**src/rtl/rocket_trace_pkg.sv**
```systemverilog
// Trace-entry geometry shared by the trace writer and reader.
// Also holds the depth/width derivation helpers and the reader FSM encoding.
package rocket_trace_pkg;

  localparam logic [31:0] ROCKET_TRACE_BASEADDR = 32'h0010_0000;
  localparam int          ROCKET_TRACE_SIZE     = 'h8000;
  localparam int          ROCKET_MEM_DATA_SIZE  = 128;
  localparam int          ROCKET_MEM_ADDR_SIZE  = 32;

  localparam int ENTRY_BYTES     = 32;
  localparam int ENTRY_BYTES_LOG = 5;
  localparam int BEAT_BYTES      = 16;

  function automatic int trace_depth(input int size_bytes);
    return size_bytes / ENTRY_BYTES;
  endfunction

  function automatic int trace_aw(input int depth);
    return $clog2(depth);
  endfunction

  typedef enum logic [1:0] {
    RD_IDLE = 2'd0,
    RD_REQ  = 2'd1,
    RD_WAIT = 2'd2,
    RD_SEND = 2'd3
  } rd_state_t;

endpackage

```
**src/rtl/rocket_trace_reader.sv**
```systemverilog
// Drains the circular trace buffer oldest-to-newest, one 256-bit row as two 128-bit beats.
// 3 cycles per beat with ready high; a stalled sink holds the beat and every output stable.
module rocket_trace_reader
  import rocket_trace_pkg::*;
#(
  parameter logic [31:0] BASEADDR  = ROCKET_TRACE_BASEADDR,
  parameter int          SIZE      = ROCKET_TRACE_SIZE,
  parameter int          DATA_SIZE = ROCKET_MEM_DATA_SIZE,
  parameter int          ADDR_SIZE = ROCKET_MEM_ADDR_SIZE
) (
  input  logic                 clk_i,
  input  logic                 reset_n_i,
  input  logic                 start_i,
  input  logic [ADDR_SIZE-1:0] trace_ptr_i,
  input  logic [ADDR_SIZE-1:0] trace_count_i,
  output logic                 trace_mem_en_o,
  output logic [ADDR_SIZE-1:0] trace_mem_addr_o,
  input  logic [DATA_SIZE-1:0] trace_mem_rdata_i,
  output logic                 out_valid_o,
  output logic [DATA_SIZE-1:0] out_data_o,
  output logic                 out_last_o,
  input  logic                 out_ready_i,
  output logic                 busy_o,
  output logic                 done_o
);

  localparam int DEPTH = trace_depth(SIZE);
  localparam int AW    = trace_aw(DEPTH);

  localparam logic [AW:0] REM_ONE  = {{AW{1'b0}}, 1'b1};
  localparam logic [AW:0] REM_FULL = {1'b1, {AW{1'b0}}};

  rd_state_t state_q, state_d;

  logic [AW-1:0]        idx_q;
  logic [AW:0]          remaining_q;
  logic                 beat_q;
  logic [DATA_SIZE-1:0] data_q;
  logic                 last_q;
  logic                 empty_done_q;

  logic [AW:0]          snap_n;
  logic [AW-1:0]        snap_idx;
  logic                 start_ok;
  logic                 beat_acc;
  logic [ADDR_SIZE-1:0] row_off;
  logic [ADDR_SIZE-1:0] beat_off;

  logic unused_ptr_bits;
  assign unused_ptr_bits = ^trace_ptr_i[ADDR_SIZE-1:AW];

  // Count saturates at DEPTH; a full buffer starts at the write pointer itself.
  assign snap_n   = (trace_count_i >= ADDR_SIZE'(DEPTH)) ? REM_FULL : trace_count_i[AW:0];
  assign snap_idx = trace_ptr_i[AW-1:0] - snap_n[AW-1:0];
  assign start_ok = (state_q == RD_IDLE) && start_i;
  assign beat_acc = (state_q == RD_SEND) && out_ready_i;

  always_ff @(posedge clk_i or negedge reset_n_i) begin
    if (!reset_n_i) begin
      state_q <= RD_IDLE;
    end else begin
      state_q <= state_d;
    end
  end

  always_comb begin
    state_d = state_q;
    case (state_q)
      RD_IDLE: if (start_i && (snap_n != '0)) state_d = RD_REQ;
      RD_REQ:  state_d = RD_WAIT;
      RD_WAIT: state_d = RD_SEND;
      RD_SEND: if (out_ready_i) state_d = last_q ? RD_IDLE : RD_REQ;
      default: state_d = RD_IDLE;
    endcase
  end

  always_ff @(posedge clk_i or negedge reset_n_i) begin
    if (!reset_n_i) begin
      idx_q        <= '0;
      remaining_q  <= '0;
      beat_q       <= 1'b0;
      data_q       <= '0;
      last_q       <= 1'b0;
      empty_done_q <= 1'b0;
    end else begin
      empty_done_q <= start_ok && (snap_n == '0);
      if (start_ok) begin
        idx_q       <= snap_idx;
        remaining_q <= snap_n;
        beat_q      <= 1'b0;
      end else if (beat_acc) begin
        if (beat_q) begin
          idx_q       <= idx_q + 1'b1;
          remaining_q <= remaining_q - 1'b1;
          beat_q      <= 1'b0;
        end else begin
          beat_q <= 1'b1;
        end
      end
      // Payload and last flag only move on the WAIT->SEND edge.
      if (state_q == RD_WAIT) begin
        data_q <= trace_mem_rdata_i;
        last_q <= beat_q && (remaining_q == REM_ONE);
      end
    end
  end

  assign row_off  = ADDR_SIZE'(idx_q) << ENTRY_BYTES_LOG;
  assign beat_off = beat_q ? ADDR_SIZE'(BEAT_BYTES) : '0;

  always_comb begin
    trace_mem_en_o   = 1'b0;
    trace_mem_addr_o = '0;
    out_valid_o      = 1'b0;
    busy_o           = (state_q != RD_IDLE);
    done_o           = empty_done_q;
    case (state_q)
      RD_REQ: begin
        trace_mem_en_o   = 1'b1;
        trace_mem_addr_o = ADDR_SIZE'(BASEADDR) + row_off + beat_off;
      end
      RD_SEND: begin
        out_valid_o = 1'b1;
        done_o      = empty_done_q | (out_ready_i & last_q);
      end
      default: ;
    endcase
  end

  assign out_data_o = data_q;
  assign out_last_o = last_q;

endmodule

```
**config.mk**
```make
export PLATFORM = sky130hd
export DESIGN_NAME = rocket_trace_reader
export DESIGN_NICKNAME = d
export VERILOG_FILES = /design/src/rtl/rocket_trace_pkg.sv /design/src/rtl/rocket_trace_reader.sv
export SDC_FILE = /design/constraint.sdc
export NUM_CORES = 1
export LEC_CHECK = 0
export ABC_AREA = 1
export CAP_MARGIN = 25
export CORE_MARGIN = 1.5
export CORE_UTILIZATION = 37
export DETAILED_ROUTE_END_ITERATION = 8
export PLACE_DENSITY = 0.78
export SKIP_CTS_REPAIR_TIMING = 1
export SYNTH_ARGS = -nofsm -noshare
export SYNTH_HDL_FRONTEND = slang
export SYNTH_SLANG_ARGS = --single-unit
```
**constraint.sdc**
```tcl
create_clock -name clk_i -period 1.6 [get_ports clk_i]
set_input_delay 0.24 -clock clk_i [delete_from_list [all_inputs] [get_ports clk_i]]
set_output_delay 0.24 -clock clk_i [all_outputs]
set_load 0.005 [all_outputs]
```
Yosys cells after proc, flatten, opt, wreduce, memory -nomap -nowiden --
Cells that the tools add are included.
Operators by class: bitwise gates (word level) 2, equal/unequal tests 6, muxes and demuxes 19, $lt $le $gt $ge 1, reduce and logical (&&, ||, !) cells 13, add/subtract/negate cells 5
Operators with widths (count):
- 11-bit 2-to-1 mux | 4
- 32-bit by 11-bit greater-or-equal comparator with 1-bit output (second input constant) | 1
- 32-bit 2-to-1 mux | 1
- 10-bit 2-to-1 mux | 3
- 22-bit by 5-bit adder with 23-bit output | 1
- 21-bit by 15-bit adder with 22-bit output (first input constant) | 1
- 11-bit by 1-bit equality test with 1-bit output (second input constant) | 1
- 11-bit logical NOT | 1
- 11-bit nonzero test | 1
- 11-bit by 1-bit subtractor with 11-bit output (second input constant) | 1
- 10-bit by 1-bit adder with 10-bit output (second input constant) | 1
- 10-bit subtractor | 1
- 2-bit one-hot mux with 4 select lines | 1
- 1-bit 2-to-1 mux | 7
- 2-bit nonzero test | 3
- 1-bit logical AND | 5
- 5-bit 2-to-1 mux | 1
- 2-bit equality test (second input constant) | 2
- 2-bit 2-to-1 mux | 2
- 2-bit AND reduction | 2
- 2-bit by 1-bit equality test with 1-bit output (second input constant) | 1
- 2-bit logical NOT | 1
- 2-bit by 1-bit != test with 1-bit output (second input constant) | 1
- 2-bit != test (second input constant) | 1
- 2 further kinds | 2
Storage, ports and cells: output and inout port bits 165, bits of input ports 196, flip-flop bits (word level) 154, logic and storage cells 53

Longest topological paths before layout --
depth after elaboration 6, mapped depth 19, depth with buffers taken out 19

Least setup slack after synthesis --
No wires, ideal clock.
path type in2reg, from in trace_count_i[22], to reg idx_q[7], library setup time 0.122 ns, data arrival time 1.912 ns, buffers on the path 0, slack -0.434 ns, cell stages on the path 17, required time 1.478 ns, cells stage by stage nor2_1 > nand2_1 > nor2_2 > nand3_2 > nor2_1 > inv_1 > ha_1 > nand2_1 > inv_1 > nand2_1 > nand2_1 > a21oi_1 > inv_1 > nand2_1 > nand3_1 > nand3_1 > a21oi_1
Between the ends: cells in the longest elaborated chain, start to end 4
RTL lines:
- from (decl) | RTL line rocket_trace_reader.sv:15 | input logic [ADDR_SIZE-1:0] trace_count_i,
- 32-bit by 11-bit greater-or-equal comparator with 1-bit output | RTL line rocket_trace_reader.sv:53 | assign snap_n = (trace_count_i >= ADDR_SIZE'(DEPTH)) ? REM_FULL : trace_count_i[AW:0];
- 11-bit 2-to-1 mux | RTL line rocket_trace_reader.sv:53
- 10-bit subtractor | RTL line rocket_trace_reader.sv:54 | assign snap_idx = trace_ptr_i[AW-1:0] - snap_n[AW-1:0];
- 10-bit 2-to-1 mux | RTL line rocket_trace_reader.sv:87 | if (start_ok) begin
- to (signal assigned) | RTL line rocket_trace_reader.sv:88 | idx_q <= snap_idx;
- to (signal assigned) | RTL line rocket_trace_reader.sv:93 | idx_q <= idx_q + 1'b1;
- to (decl) | RTL line rocket_trace_reader.sv:35 | logic [AW-1:0] idx_q;
No other way between the ends. A chain may end at the register's enable or synchronous reset.

Final worst setup path --
from reg state_q[0], to out trace_mem_addr_o[6]
Between the ends: cells in the longest elaborated chain, start to end 2
RTL lines:
- from (decl) | RTL line rocket_trace_reader.sv:33 | rd_state_t state_q, state_d;
- from (signal assigned) | RTL line rocket_trace_reader.sv:62 | state_q <= state_d;
- 2-bit by 1-bit equality test with 1-bit output | RTL line rocket_trace_reader.sv:117 | case (state_q)
- 32-bit 2-to-1 mux | RTL line rocket_trace_reader.sv:117
- to (decl) | RTL line rocket_trace_reader.sv:17 | output logic [ADDR_SIZE-1:0] trace_mem_addr_o,
No other way between the ends.

==> flow_summary.ini <==
[run_status]
run_status = finished, violations left
violations = negative setup slack

[final_layout]
n_antenna_cell = 0
fin_nets = 1505
final.fill_count = 1569
fin_area_sq_mm = 0.0123
drive_above_1_share = 0.199
fin_util = 0.636
area_delta_synth_final_pct = 69.5
fin_cells = 1569

[synthesis]
synth_area_leaders = dfrtp_1 (53%), nand2_1 (24%), inv_1 (3.5%), ha_1 (2.9%), buf_4 (2.2%)
synth_area_per_cell_sq_um = 8.00
yosysUniqueCellTypes = 39
synth.top_cell.area_share = 0.531
ys_seq_area_frac = 0.531
synth_seq_cells = 154
yosys_warnings = 0
synth_top_area_cell = dfrtp_1
syn-cell-area_sq_mm = 0.00726
postSynthCellCount = 907

[critical_path]
r2r-end = idx_q[6]
cp.required_ns = 1.36
r2r_cells = 10
criticalPathCategory = register to primary output
crit_path_cell_trace = ha_4, buf_12, buf_12, buf_8, nand2_4, inv_2, clkbuf_2
r2r_slack_ns = -0.01
critical_path_arrival_ns = 1.61
critical_path_buf_inv_count = 5
rr_startpoint = state_q[1]
slowest_delay_ns = 0.44
cpLargestDelayFamily = buffers and inverters
crit_slowest_cell = dfrtp_2
endpoint_kind = primary output
cp-start-kind = register
cp.depth = 7
path_common_cell = buf_12
cp_max_fo = 5

[drt]
drtIter0Drc = 398
ant_nets = 0
avgRoutedWirePerCell_um = 14.9
dr.pass1.iters = 5
vias = 7193
totalWireLength_mm = 23.4
drc = 0
avgViaCountPerCell = 4.58

[global_route]
antenna_found_initial = 0
grt_max_degree = 43
grt_pass1_wl_mm = 33.9
grt-ovfl-total = 0
track_usage = 0.215
grt_pass1_vias = 6530

[power_and_ir_drop]
ir_worst_vdd_uv = 746
powerDensity_mw_per_mm2 = 1760
p_leak_nw = 6.15
p_total_mw = 21.6

[place]
io_buffers = 318
hpwl_mm = 17.4
place_area_sq_mm = 0.0113
dp_cells = 1523
place.gp.congestion = 0.898
dp_worst_setup_slack_ns = -1.01

[sta]
rsz0062_at_grt = true
setup_ws_ns = -0.248
finalHoldViolations = 0
finalSetupViolations = 26
min_period_over_period = 1.15
drv_slew = 0
fin_skew_ns = 0.0126
max_freq_ghz = 0.541
timing.hold.ws_ns = 0.314
fin_crit_ns = 1.85
fin_tns_setup_ns = -3.25

[worst_hold_path]
hold_class = primary input to asynchronous set/reset pin

[clock_network]
cts_root_buf = clkbuf_16
clkLatencyLatePin_ns = 0.42
htreeDepth = 4
cts.sinks = 154
clk_path_buf_depth = 2
cts_tree = yes
cts_buffers = 17
clk_pin_slew_worst_paths_ns = 0.08

[floorplan]
num_io_pins = 361
die_y_um = 143
core-area_sq_mm = 0.0193
die-area_sq_mm = 0.0205
start_util = 0.375
row_count = 51
die_x_um = 143

[run]
maxCapViolCount = 0
-- cells in the mapped netlist (all sizes together) --
master and n:
o211ai 1, a22oi 2, fa 1, buf 34, nand4 4, a311oi 1, o21bai 3, xnor2 3
o21ai 14, conb 1, a21oi 17, o32ai 1, nand2 467, o22ai 1, nor3 7, dfrtp 154
ha 17, a211oi 3, o221ai 4, clkbuf 21, inv 67, a21o 1, nor4 1, or2 2
nand3 23, nor2 46, xor2 9, a31oi 2
-- kinds of logic (layout without fill, tap and decap cells) --
kind of cell | count (synthesis) | in the layout | synth area share
buffers and inverters | 122 | 500 | 0.0760
DFF | 154 | 154 | 0.531
and+or+nand+nor | 550 | 550 | 0.303
adders and majority gates | 18 | 18 | 0.0321
AOI/OAI and AO/OA | 50 | 50 | 0.0428
xor gates and xnor gates | 12 | 12 | 0.0145
other | 1 | 20 | 0.000517
-- where the power goes --
part | total [mW] | internal (mW) | switching, mW | leakage (nW)
combinational | 10.6 | 5.57 | 5.06 | 3.97
sequential | 6.93 | 5.81 | 1.12 | 1.89
clock | 4.09 | 2.23 | 1.85 | 0.290
-- sequential cells by signal, indices dropped and copies added, names as in the netlist --
name / flops
out_data_o: 128
remaining_q: 11
idx_q: 10
state_q: 2
beat_q: 1
empty_done_q: 1
out_last_o: 1
-- worst register-to-register path: stages, from the launching register on --
cell and delay, ns:
dfrtp_1 0.37, buf_4 0.16, ha_4 0.15, nand2_4 0.06
nor2_4 0.21, buf_4 0.17, nand2_1 0.06, xor2_1 0.14
nand2_1 0.07, o21ai_1 0.07, inv_1 0.04
-- placed cells by master (no fill, tap or decap), types with 3 or more instances in the layout --
cell and instances:
o21ai_0 5, inv_1 51, nand3_2 3, nor2_1 17, nand3_1 19, xor2_1 9
nand2_1 435, buf_6 9, nand4_1 4, clkinv_8 4, nor2_2 9, clkbuf_2 27
conb_1 20, nand2_2 24, buf_4 68, clkbuf_16 18, nand2_4 8, ha_4 11
inv_2 14, a21oi_1 12, xnor2_1 3, clkdlybuf4s50_1 267, ha_1 5, dlymetal6s2s_1 16
o21ai_1 7, buf_12 9, a21oi_2 3, nor3_1 5, dfrtp_1 153, o221ai_1 3
nor2_4 20, inv_6 4
-- final cells by class --
class | count | area, sq um | area share
clock buffers | 17 | 425 | 0.0346
clock inverters | 15 | 181 | 0.0147
inverters | 67 | 256 | 0.0209
multi-input cells | 650 | 3380 | 0.275
flip-flops and latches | 154 | 3850 | 0.313
well taps | 265 | 332 | 0.0270
repair buffers | 401 | 3870 | 0.315
-- routing by layer --
metal / global-route usage / up-vias / share of wire
li1: - / 3513 / -
met1: 0.261 / 3351 / 0.40
met2: 0.370 / 287 / 0.51
met3: 0.0547 / 42 / 0.067
met4: 0.0716 / 0 / 0.029
met5: 0 / - / 0
-- worst max-delay path by stage --
stage / end / from
finish: trace_mem_addr_o[6] / state_q[0]
global route: idx_q[8] / trace_count_i[13]
CTS: trace_mem_addr_o[8] / state_q[1]
detailed placement: idx_q[8] / trace_count_i[19]
global placement: idx_q[9] / trace_count_i[19]
floorplan: idx_q[9] / trace_count_i[26]
No activity file was read; power rests on OpenSTA's default activity.
